## src/rtl/mux_tree_arbiter.sv

```systemverilog
// Round-robin arbiter driving the registered select lines of a shared mux tree.
// Holds each grant for a whole packet, with zero-bubble handover and a beat cap.
module mux_tree_arbiter #(
  parameter int N_REQ     = 4,
  parameter int SEL_W     = 2,
  parameter int MAX_BEATS = 16
) (
  input  logic             CLK,
  input  logic             RST_N,
  input  logic [N_REQ-1:0] REQ,
  input  logic [N_REQ-1:0] LAST,
  input  logic             OUT_READY,
  output logic [N_REQ-1:0] GNT,
  output logic [SEL_W-1:0] SEL,
  output logic             OUT_VALID,
  output logic             BUSY,
  output logic             OVERRUN
);

  typedef enum logic {IDLE, GRANT} state_t;

  localparam logic [7:0] MAX_CNT = 8'(MAX_BEATS);

  state_t           state;
  logic [SEL_W-1:0] ptr;
  logic [SEL_W-1:0] win_idx;
  logic [SEL_W-1:0] cand;
  logic [7:0]       beat_cnt;
  logic             found;
  logic             beat;
  logic             cap_hit;
  logic             end_grant;
  logic             arb;

  always_comb begin
    beat      = BUSY & REQ[SEL] & OUT_READY;
    cap_hit   = (beat_cnt + 8'd1) == MAX_CNT;
    end_grant = beat & (LAST[SEL] | cap_hit);
    arb       = (state == IDLE) | end_grant;
    OUT_VALID = BUSY & REQ[SEL];
  end

  // Search ptr+1 .. ptr+N_REQ; the last candidate is the current owner itself,
  // so it only wins again when nobody else is requesting.
  always_comb begin
    found   = 1'b0;
    win_idx = '0;
    cand    = '0;
    for (int unsigned i = 1; i <= N_REQ; i++) begin
      cand = ptr + SEL_W'(i);
      if (!found && REQ[cand]) begin
        found   = 1'b1;
        win_idx = cand;
      end
    end
  end

  always_ff @(posedge CLK or negedge RST_N) begin
    if (!RST_N) begin
      state    <= IDLE;
      GNT      <= '0;
      SEL      <= '0;
      BUSY     <= 1'b0;
      OVERRUN  <= 1'b0;
      ptr      <= SEL_W'(N_REQ - 1);
      beat_cnt <= '0;
    end else begin
      OVERRUN <= end_grant & cap_hit & ~LAST[SEL];
      if (arb) begin
        if (found) begin
          state    <= GRANT;
          BUSY     <= 1'b1;
          GNT      <= {{(N_REQ-1){1'b0}}, 1'b1} << win_idx;
          SEL      <= win_idx;
          ptr      <= win_idx;
          beat_cnt <= '0;
        end else begin
          state <= IDLE;
          BUSY  <= 1'b0;
          GNT   <= '0;
        end
      end else if (beat && beat_cnt != MAX_CNT) begin
        beat_cnt <= beat_cnt + 8'd1;
      end
    end
  end

endmodule

```

## config.mk

```make
export PLATFORM = sky130hd
export DESIGN_NAME = mux_tree_arbiter
export DESIGN_NICKNAME = d
export VERILOG_FILES = /design/src/rtl/mux_tree_arbiter.sv
export SDC_FILE = /design/constraint.sdc
export NUM_CORES = 1
export LEC_CHECK = 0
export BUFFER_PORTS_ARGS = -buffer_cell sky130_fd_sc_hd__buf_2
export CORE_UTILIZATION = 48
export CTS_CLUSTER_DIAMETER = 60
export DETAILED_ROUTE_END_ITERATION = 7
export GPL_ROUTABILITY_DRIVEN = 0
export PLACE_DENSITY = 0.73
export SLEW_MARGIN = 10
export SYNTH_ARGS = -nofsm -noshare
export SYNTH_HDL_FRONTEND = slang
export SYNTH_SLANG_ARGS = --single-unit
export TNS_END_PERCENT = 10
```

## constraint.sdc

```tcl
create_clock -name CLK -period 1.7 [get_ports CLK]
set_input_delay 0.085 -clock CLK [delete_from_list [all_inputs] [get_ports CLK]]
set_output_delay 0.085 -clock CLK [all_outputs]
set_load 0.05 [all_outputs]
```

==> results of run 1 <==
[per-stage QoR]
step | power [mW] | TNS [ps] | hold WS, ps | cells
floorplan | 1.44 | -3330 | -211 | 107
global placement | 1.73 | -1320 | 32.4 | 169
detailed placement | 1.77 | -1750 | 34.8 | 169
CTS | 2.04 | -1930 | 71.6 | 174
global route | 2.16 | -3240 | 70.3 | 174
finish | 2.02 | -1780 | 72.8 | 174
[synthesized netlist by cell type, types with 2 or more instances]
library cell / n
sky130_fd_sc_hd__nand3_1: 2
sky130_fd_sc_hd__nor2_1: 9
sky130_fd_sc_hd__nor2b_1: 2
sky130_fd_sc_hd__and2_1: 2
sky130_fd_sc_hd__or3_1: 2
sky130_fd_sc_hd__nand2_1: 17
sky130_fd_sc_hd__o221ai_1: 2
sky130_fd_sc_hd__buf_2: 2
sky130_fd_sc_hd__dfstp_2: 2
sky130_fd_sc_hd__mux2i_1: 5
sky130_fd_sc_hd__inv_1: 9
sky130_fd_sc_hd__dfrtp_1: 16
sky130_fd_sc_hd__xnor2_1: 3
sky130_fd_sc_hd__nand2b_1: 4
sky130_fd_sc_hd__ha_1: 2
sky130_fd_sc_hd__o21ai_1: 2
sky130_fd_sc_hd__mux2_2: 5
sky130_fd_sc_hd__o22ai_1: 6
[placed cells by master (no fill, tap or decap), types with 3 or more instances in the layout]
cell type | Yosys | final
sky130_fd_sc_hd__buf_4 | 0 | 18
sky130_fd_sc_hd__dfrtp_1 | 16 | 15
sky130_fd_sc_hd__o22ai_1 | 6 | 5
sky130_fd_sc_hd__nand2b_1 | 4 | 4
sky130_fd_sc_hd__clkbuf_4 | 0 | 3
sky130_fd_sc_hd__mux2_2 | 5 | 5
sky130_fd_sc_hd__nand2_1 | 17 | 17
sky130_fd_sc_hd__buf_2 | 2 | 19
sky130_fd_sc_hd__nor2_1 | 9 | 8
sky130_fd_sc_hd__mux2i_1 | 5 | 5
sky130_fd_sc_hd__inv_1 | 9 | 9
sky130_fd_sc_hd__xnor2_1 | 3 | 3
[layer usage]
metal | vias up | GRT usage | part of all wire
met5 | - | 0 | 0
met4 | 0 | 0.0441 | 0.0077
met3 | 2 | 0.0623 | 0.032
met2 | 16 | 0.384 | 0.53
met1 | 437 | 0.235 | 0.44
li1 | 465 | - | -
[registers in the layout, summed over array words and instances (netlist names)]
name      cells
ptr           2
SEL           2
OVERRUN       1
beat_cnt      8
GNT           4
state         1
[power by group]
group          switching (mW)  leakage [nW]  internal [mW]
combinational           0.626         0.415          0.443
clock                   0.130        0.0210          0.130
sequential              0.119         0.228          0.569
[critical path, stage by stage (launching register included)]
cell and delay (ps):
sky130_fd_sc_hd__dfrtp_2 420, sky130_fd_sc_hd__mux4_2 520, sky130_fd_sc_hd__nand4b_4 190, sky130_fd_sc_hd__a211o_4 290, sky130_fd_sc_hd__or3b_1 340, sky130_fd_sc_hd__o221ai_1 80
[cell type report]
| type | instances | area, um2 | area share |
|---|---|---|---|
| clock buffer | 4 | 36.3 | 0.0263 |
| inverter | 9 | 33.8 | 0.0245 |
| multi-input combinational | 78 | 581 | 0.421 |
| tap | 27 | 33.8 | 0.0245 |
| sequential | 18 | 454 | 0.329 |
| timing repair buffer | 38 | 240 | 0.174 |
[what timing repair did]
action | CTS | global route
pin swaps | 2 | 0
hold buffers | 1 | 0
hold endpoints to repair | 16 | 0
resized for setup | 2 | 1
gates cloned | 0 | 0
endpoints found under the setup margin | 17 | 17
[how the worst max path moves through the flow]
| stage | start | endpoint | cells past startpoint |
|---|---|---|---|
| after floorplan | SEL[0] | beat_cnt[2] | 5 |
| after global placement | SEL[0] | beat_cnt[4] | 5 |
| after detailed placement | SEL[0] | beat_cnt[4] | 5 |
| after CTS | SEL[0] | beat_cnt[2] | 5 |
| after global routing | SEL[0] | beat_cnt[4] | 5 |
| final | SEL[0] | beat_cnt[2] | 5 |
[cells by family after synthesis]
family	after synthesis	synth area share
simple gates	44	0.214
flops	18	0.426
compound gates	17	0.124
mux	12	0.146
buf+inv	11	0.0412
xor+xnor	3	0.0247
fa+ha+maj	2	0.0236
==> results.md, run 1 <==
- Run status: finished, violations left
- Violated checks: negative setup slack
- Core footprint: between 2000 and 2500 um2
- Initial DRT Pass Iterations: 4
- Remaining max-slew budget at the tightest pin: 0.646
- Fin area: 1380 um2
- Primary FF master, synth: sky130_fd_sc_hd__dfrtp_1
- Utilization of the core after routing: 0.682
- RSZ-0062 raised after global routing: yes
- GRT Residual Overflow: 0
- Seq cells post-synth: 18
- Root buffer cell: sky130_fd_sc_hd__clkbuf_4
- Final worst path period need: 1930 ps
- Hpwl dp: between 1500 and 2000 um
- Die outline width: about 49 um
- R2R Path End: beat_cnt[2]
- Largest fanout of any net on the critical path: 4
- Final slew viol count: 0
- CTS Buf Count: 3
- Num rows: 16
- CTS tree: done
- Max Clk Rate: between 500 and 600 MHz
- First-pass GRT wire length: 3840 um
- Largest buffer count on any clock path: 2
- Count of clock tree sinks: 18
- Critical path type: flop to flop
- Via density: approximately 5.3
- R2r setup slk: -230 ps
- IO buf count: 19
- Count of mapped cells out of synthesis: 107
- # Max-Cap Violations: 0
- Min-Delay Path Depth: 3
- DP Worst Slack: -225 ps
- Reg2reg start: SEL[0]
- Later-pin clock latency in the skew report: around 290 ps
- Aggregate global-route resource usage: 0.209
- Main area contributors after synthesis: sky130_fd_sc_hd__dfrtp_1 38%, sky130_fd_sc_hd__nand2_1 6.0%, sky130_fd_sc_hd__mux2_2 5.3%
- Final hold vios: 0
- Full die area: about 2400 um2
- Post-synth EDFFs: 0
- Share of flip-flops with an asynchronous set or reset after synthesis: 1.00
- Kind of end point of the critical path: flop
- Count of vias placed by the detailed router: 920
- Hold wc startpoint: OUT_READY
- Fraction of layout instances using a drive strength above 1: 0.381
- Worst slew pin tran: ~530 ps
- Hold Crit Endpoint: OVERRUN
- Net count after synthesis: 120
- Worst hold path class: primary input to flop
- Critical Path RT: 1900 ps
- DRT antenna net count: 0
- Clock transition at path regs: ~100 ps
- Portion of the post-synthesis area used by sequential elements: 0.426
- R2r worst-path depth: 5
- Cell area reported after detailed placement: ~1300 um2
- Arrival time at the worst endpoint: between 2000 and 2500 ps
- Starting Density: 0.525
- Total inserted antenna cells: 0
- Number of violations reported at the end of detailed-routing iteration 0: 11
- Count of final setup violators: 16
- Num ports: 20
- Static leakage: between 0.6 and 0.7 nW
- Via count of the first global-routing pass: between 900 and 1,000
- Layout net count: 161
- Worst setup margin: -227 ps
- Type of element launching the critical path: flop
- Initial antenna violation count: 0
- Clock tree skew after final layout: around 3.6 ps
- # Post-CTS Setup Buffers: 0
- Synth Cell Area: approximately 1100 um2
- Vertical die dimension: around 49 um
- Fill cell count: around 170
- Area Overhead vs Synth: 29.8%
- Remaining design rule violation count: 0
- Wire length reported by the detailed router: 2210 um
- Max IR drop VDD: roughly 0.97 mV
- Count of different cell masters after synthesis: 33
- Synthesized area per cell: between 9 and 10 um2
- Maximum number of pins on one net before global-route repair: 19
- Share of the cycle needed by the critical path after routing: 1.13
- Portion of synthesized cell area occupied by the leading cell type: 0.377
- Total power density per cell area: between 1000 and 1500 nW/um2
- Cell taking the most area after synthesis: sky130_fd_sc_hd__dfrtp_1
- Total of warnings raised by yosys: 0
- H-tree level count: 1
- Routed wire per std cell: 12.7 um
Power figures use the tool's default switching activity.
==> run 2: changes to the inputs <==
- SKIP_CTS_REPAIR_TIMING: unset -> 1
==> run 2 against run 1 <==
- the flow still finishes with violations (negative setup slack)
- count of clock-buffer cells in the layout is the same
- utilization shrank 0.31 points
- clock skew grew 0.80 ps
- flip-flop and latch count is the same
- register-to-register slack is essentially flat
- final cell count is the same
==> results.md, run 2 (synthesis gave the netlist of run 1 again) <==
- Register containing the most flip-flops in the final layout: beat_cnt
- Area Overhead vs Synth: 29.2%
- Initial antenna violation count: 0 (unchanged)
- Critical Path RT: 1910 ps (about the same)
- Largest buffer count on any clock path: 2 (unchanged)
- Worst Setup SP: SEL[0]
- Busiest layer in global routing: met2
- Remaining max-slew budget at the tightest pin: 0.648 (+0.00226)
- Final worst path period need: 1930 ps (+2.17 ps)
- Critical path type: flop to flop
- Max Clk Rate: 518 MHz (-0.11%)
- Fraction of layout instances using a drive strength above 1: 0.374 (-0.00680)
- Fill cell count: 170 (+1.2%)
- Reg2reg start: SEL[0]
- # Max-Cap Violations: 0 (unchanged)
- Vertical die dimension: 49.0 um (unchanged)
- Aggregate global-route resource usage: 0.208 (-0.000666)
- Largest registers: beat_cnt x8, GNT x4
- IO buf count: 19 (unchanged)
- Wire length reported by the detailed router: 2200 um (-0.59%)
- Final TNS setup: -1810 ps (-34.3 ps)
- Share of the cycle needed by the critical path after routing: 1.13 (+0.00128)
- RSZ-0062 raised after global routing: yes
- Layout net count: 161 (unchanged)
- DP Worst Slack: -225 ps (unchanged)
- Most common cell after layout, fill and taps aside: sky130_fd_sc_hd__buf_2
- Full die area: 2410 um2 (unchanged)
- Post-route total power: 2.02 mW (-0.12%)
- Final hold vios: 0 (unchanged)
- Routed wire per std cell: 12.6 um (-0.59%)
- Via count of the first global-routing pass: 909 (-0.76%)
- First-pass GRT wire length: 3820 um (-0.36%)
- Worst slew pin tran: 528 ps (-3.40 ps)
- Hold wc startpoint: OUT_READY
- Remaining design rule violation count: 0 (unchanged)
- GR Layer Usage met2: 0.382 (-0.00231)
- Count of final setup violators: 16 (unchanged)
- R2r setup slk: -230 ps (about the same)
- Met3 layer usage reported by global route: 0.0592 (-0.00312)
- Kind of end point of the critical path: flop
- Violated checks: negative setup slack
- Total power density per cell area: 1470 nW/um2 (+0.33%)
- Num rows: 16 (unchanged)
- Core footprint: 2020 um2 (unchanged)
- Worst setup margin: -229 ps (-2.17 ps)
- Flip-flop count of the largest register, all copies and words added: 8 (unchanged)
- GRT Residual Overflow: 0 (unchanged)
- Type of element launching the critical path: flop
- Utilization of the core after routing: 0.679 (-0.00309)
- Run status: finished, violations left
- Number of violations reported at the end of detailed-routing iteration 0: 15 (+4)
- Hpwl dp: 1720 um (unchanged)
- Maximum number of pins on one net before global-route repair: 19 (unchanged)
- Clock transition at path regs: 100 ps (about the same)
- GR met1 Demand/Resource: 0.237 (+0.00199)
- Min-Delay Path Depth: 3 (unchanged)
- Max IR drop VDD: 0.966 mV (-0.27%)
- Non-filler instance count after layout: 174 (unchanged)
- Starting Density: 0.525 (unchanged)
- Worst hold path class: primary input to flop
- Num ports: 20 (unchanged)
- Later-pin clock latency in the skew report: 290 ps (about the same)
- CTS tree: done
- Die outline width: 49.0 um (unchanged)
- Total inserted antenna cells: 0 (unchanged)
- Placed Cells: 169 (unchanged)
- Largest fanout of any net on the critical path: 4 (unchanged)
- H-tree level count: 1 (unchanged)
- Initial DRT Pass Iterations: 4 (unchanged)
- Clock tree skew after final layout: 4.42 ps (+0.799 ps)
- Via density: 5.25 (-0.76%)
- Static leakage: 0.663 nW (-0.14%)
- Arrival time at the worst endpoint: 2130 ps (about the same)
- Root buffer cell: sky130_fd_sc_hd__clkbuf_4
- R2r worst-path depth: 5 (unchanged)
- Leading cell types in the layout, fill and taps excluded: 19 x sky130_fd_sc_hd__buf_2, 18 x sky130_fd_sc_hd__buf_4, 17 x sky130_fd_sc_hd__nand2_1
- CTS Buf Count: 3 (unchanged)
- Final slew viol count: 0 (unchanged)
- Count of clock tree sinks: 18 (unchanged)
- DRT antenna net count: 0 (unchanged)
- Count of vias placed by the detailed router: 913 (-0.76%)
## run 2: cell type report
cell class | instances | area (um2) | area share
well taps | 27 | 33.8 | 0.0246
flip-flops and latches | 18 | 454 | 0.331
clock buffers | 4 | 36.3 | 0.0264
inverters | 9 | 33.8 | 0.0246
repair buffers | 38 | 240 | 0.175
multi-input cells | 78 | 574 | 0.418
## run 2: final timing paths
check                                    to
worst max-delay path            beat_cnt[2]
worst min-delay path                OVERRUN
worst max register to register  beat_cnt[2]
worst min register to register       GNT[0]
max in group asynchronous            ptr[0]
min in group asynchronous           OVERRUN
## run 2: metal layers
layer | part of all wire | vias up
met3 | 0.034 | 4
met2 | 0.52 | 19
li1 | - | 466
met4 | 0.014 | 0
met5 | 0 | -
met1 | 0.43 | 424
## run 2: where the power goes
part	internal (mW)	total (mW)	switching [mW]
sequential	0.569	0.688	0.118
combinational	0.443	1.07	0.624
clock	0.130	0.261	0.131
total	1.14	2.02	0.873
## run 2: critical path: stages, from the launching register on
cell and delay, ps:
sky130_fd_sc_hd__dfrtp_2 420, sky130_fd_sc_hd__mux4_2 520, sky130_fd_sc_hd__nand4b_4 190, sky130_fd_sc_hd__a211o_4 290
sky130_fd_sc_hd__or3b_1 340, sky130_fd_sc_hd__o221ai_1 80
## run 2: through the flow
stage / area [um2] / hold slack [ps]
finish: 1370 / 72.8
global route: 1370 / 70.3
CTS: 1350 / -289
detailed placement: 1320 / 34.8
global placement: 1320 / 32.4
floorplan: 1060 / -211
==> run 3: changes to the inputs <==
- CORE_UTILIZATION: 48 -> 53
- PLACE_DENSITY: 0.73 -> 0.77
- clock period: 1.7 -> 2.2 ns (I/O delays scaled with it)
==> run 3 against run 2 <==
- the run now ends clean
- critical path depth unchanged
- register-to-register slack improved by 410 ps
- flip-flop and latch count stayed put
- die area decreased by 9.1%
- highest routed layer unchanged
==> results.md, run 3 (synthesis gave the netlist of run 1 again) <==
- Largest fanout of any net on the critical path: 6 (+2)
- DRT antenna net count: 0 (unchanged)
- Top delay family on crit path: simple AND/OR/NAND/NOR gates
- H-tree level count: 1 (unchanged)
- Post-route total power: 1.48 mW (-27%)
- Fin area: 1250 um2 (-8.7%)
- Hpwl dp: 1540 um (-10%)
- Final worst path period need: 2020 ps (+94.9 ps)
- Worst slew pin tran: 702 ps (+174 ps)
- Number of buffer and inverter instances along the worst setup path: 0 (unchanged)
- CP cell instances: or3_1 > nor2_1 > a21oi_1 > o22ai_1 > mux2_2
- RSZ-0062 raised after global routing: no
- CTS tree: done
- Maximum number of pins on one net before global-route repair: 19 (unchanged)
- Final TNS setup: 0 ps (+1810 ps)
- Initial antenna violation count: 0 (unchanged)
- Count of clock tree sinks: 18 (unchanged)
- Hold wc startpoint: OUT_READY
- First-pass GRT wire length: 3180 um (-17%)
- Kind of end point of the critical path: flop
- Run status: completed
- Die outline width: 46.8 um (-4.6%)
- R2r worst-path depth: 5 (unchanged)
- Num rows: 15 (-1)
- Full die area: 2190 um2 (-9.1%)
- Cell-internal power: 0.817 mW (-29%)
- Leading cell types in the layout, fill and taps excluded: 19 x sky130_fd_sc_hd__buf_2, 17 x sky130_fd_sc_hd__nand2_1, 15 x sky130_fd_sc_hd__dfrtp_1
- Initial DRT Pass Iterations: 5 (+1)
- Total net switching power: 0.663 mW (-24%)
- Count of vias placed by the detailed router: 863 (-5.5%)
- Largest buffer count on any clock path: 2 (unchanged)
- Highest cell delay on the worst timing path: 430 ps (-90 ps)
- Portion of total power attributed to the clock network: 0.114 (-0.016)
- Later-pin clock latency in the skew report: 290 ps (about the same)
- Wire length reported by the detailed router: 2050 um (-7.0%)
- IO buf count: 19 (unchanged)
- Root buffer cell: sky130_fd_sc_hd__clkbuf_4
- Max Clk Rate: 494 MHz (-4.7%)
- Switching share of power: 0.448 (+0.0152)
- Aggregate global-route resource usage: 0.210 (+0.00211)
- # Max-Cap Violations: 0 (unchanged)
- Most common cell after layout, fill and taps aside: sky130_fd_sc_hd__buf_2
- Worst Setup SP: beat_cnt[5]
- Routed wire per std cell: 12.9 um (+1.8%)
- Clock tree skew after final layout: 4.16 ps (-0.262 ps)
- Cell area reported after detailed placement: 1220 um2 (-7.6%)
- Core footprint: 1800 um2 (-11%)
- Remaining design rule violation count: 0 (unchanged)
- Reg2reg start: beat_cnt[5]
- Final slew viol count: 0 (unchanged)
- Fill cell count: 154 (-9.4%)
- Share of the cycle needed by the critical path after routing: 0.920 (-0.215)
- Stages on worst setup path: 5 (unchanged)
- Max IR drop VDD: 0.745 mV (-23%)
- Worst hold path class: primary input to flop
- Min-Delay Path Depth: 3 (unchanged)
- Register containing the most flip-flops in the final layout: beat_cnt
- Layout net count: 148 (-8.1%)
- Starting Density: 0.590 (+0.0642)
- Proportion of power drawn by combinational gates: 0.523 (-0.006)
- Count of final setup violators: 0 (-16)
- Critical Path RT: 2390 ps (+480 ps)
- Non-filler instance count after layout: 159 (-8.6%)
- Arrival time at the worst endpoint: 2210 ps (+80 ps)
- Largest registers: beat_cnt x8, GNT x4
- Fraction of layout instances using a drive strength above 1: 0.291 (-0.0831)
- Via count of the first global-routing pass: 736 (-19%)
- Portion of total power attributed to sequential cells: 0.363 (+0.022)
- Type of element launching the critical path: flop
- Via density: 5.43 (+3.4%)
- Critical path type: flop to flop
- Area Overhead vs Synth: 18.0%
- Remaining max-slew budget at the tightest pin: 0.528 (-0.120)
- Total inserted antenna cells: 0 (unchanged)
- Num ports: 20 (unchanged)
- Static leakage: 0.590 nW (-11%)
- Final hold vios: 0 (unchanged)
- Placed Cells: 154 (-8.9%)
- Number of violations reported at the end of detailed-routing iteration 0: 21 (+6)
- Clock transition at path regs: 100 ps (about the same)
- CTS Buf Count: 3 (unchanged)
- R2r setup slk: 180 ps (+410 ps)
- Vertical die dimension: 46.8 um (-4.6%)
- Total power density per cell area: 1180 nW/um2 (-20%)
- Flip-flop count of the largest register, all copies and words added: 8 (unchanged)
- GRT Residual Overflow: 0 (unchanged)
- Worst path slowest cell: sky130_fd_sc_hd__dfrtp_1
## run 3: cell count changes in the layout (fill, tap and decap cells not counted), sizes merged
| cell | previous run | this run |
|---|---|---|
| buf | 37 | 24 |
## run 3: layout make-up
| cell class | instances | area (um2) | area share |
|---|---|---|---|
| Multi-Input combinational cell | 78 | 566 | 0.451 |
| Sequential cell | 18 | 454 | 0.362 |
| Timing Repair Buffer | 25 | 143 | 0.114 |
| Inverter | 9 | 33.8 | 0.0269 |
| Tap cell | 25 | 31.3 | 0.0250 |
| Clock buffer | 4 | 26.3 | 0.0210 |
## run 3: worst paths after layout
kind	to
hold reg to reg	GNT[3]
setup reg to reg	SEL[1]
min in group asynchronous	beat_cnt[0]
setup / recovery	SEL[1]
hold / removal	OVERRUN
max in group asynchronous	ptr[0]
## run 3: power by group through the flow
stage | Clock [mW] | Sequential, mW | Combinational, mW
2_1_floorplan | 0 | 0.698 | 0.415
3_3_place_gp | 0 | 0.538 | 0.756
3_5_place_dp | 0 | 0.544 | 0.774
4_1_cts | 0.177 | 0.538 | 0.777
5_1_grt | 0.193 | 0.550 | 0.842
6_report | 0.169 | 0.536 | 0.774
## run 3: metal layers
layer / share of wire / wire length [um] / vias up / GRT usage
li1: - / - / 437 / -
met1: 0.47 / 968 / 398 / 0.279
met2: 0.48 / 988 / 24 / 0.333
met3: 0.033 / 67 / 4 / 0.0346
met4: 0.010 / 21 / 0 / 0.103
met5: 0 / 0 / - / 0
## run 3: through the flow
| stage | setup slack [ps] | hold slack [ps] | utilization |
|---|---|---|---|
| after floorplan | 75.2 | -186 | - |
| after global placement | 242 | 53.9 | 0.676 |
| after detailed placement | 203 | 59.8 | 0.676 |
| after CTS | 180 | -266 | 0.690 |
| after global routing | 10.8 | 102 | 0.696 |
| final | 176 | 104 | 0.696 |
## run 3: worst min-delay path, stage by stage
cell and delay (ps):
sky130_fd_sc_hd__buf_2 120, sky130_fd_sc_hd__nand4b_4 90, sky130_fd_sc_hd__nor2_1 40
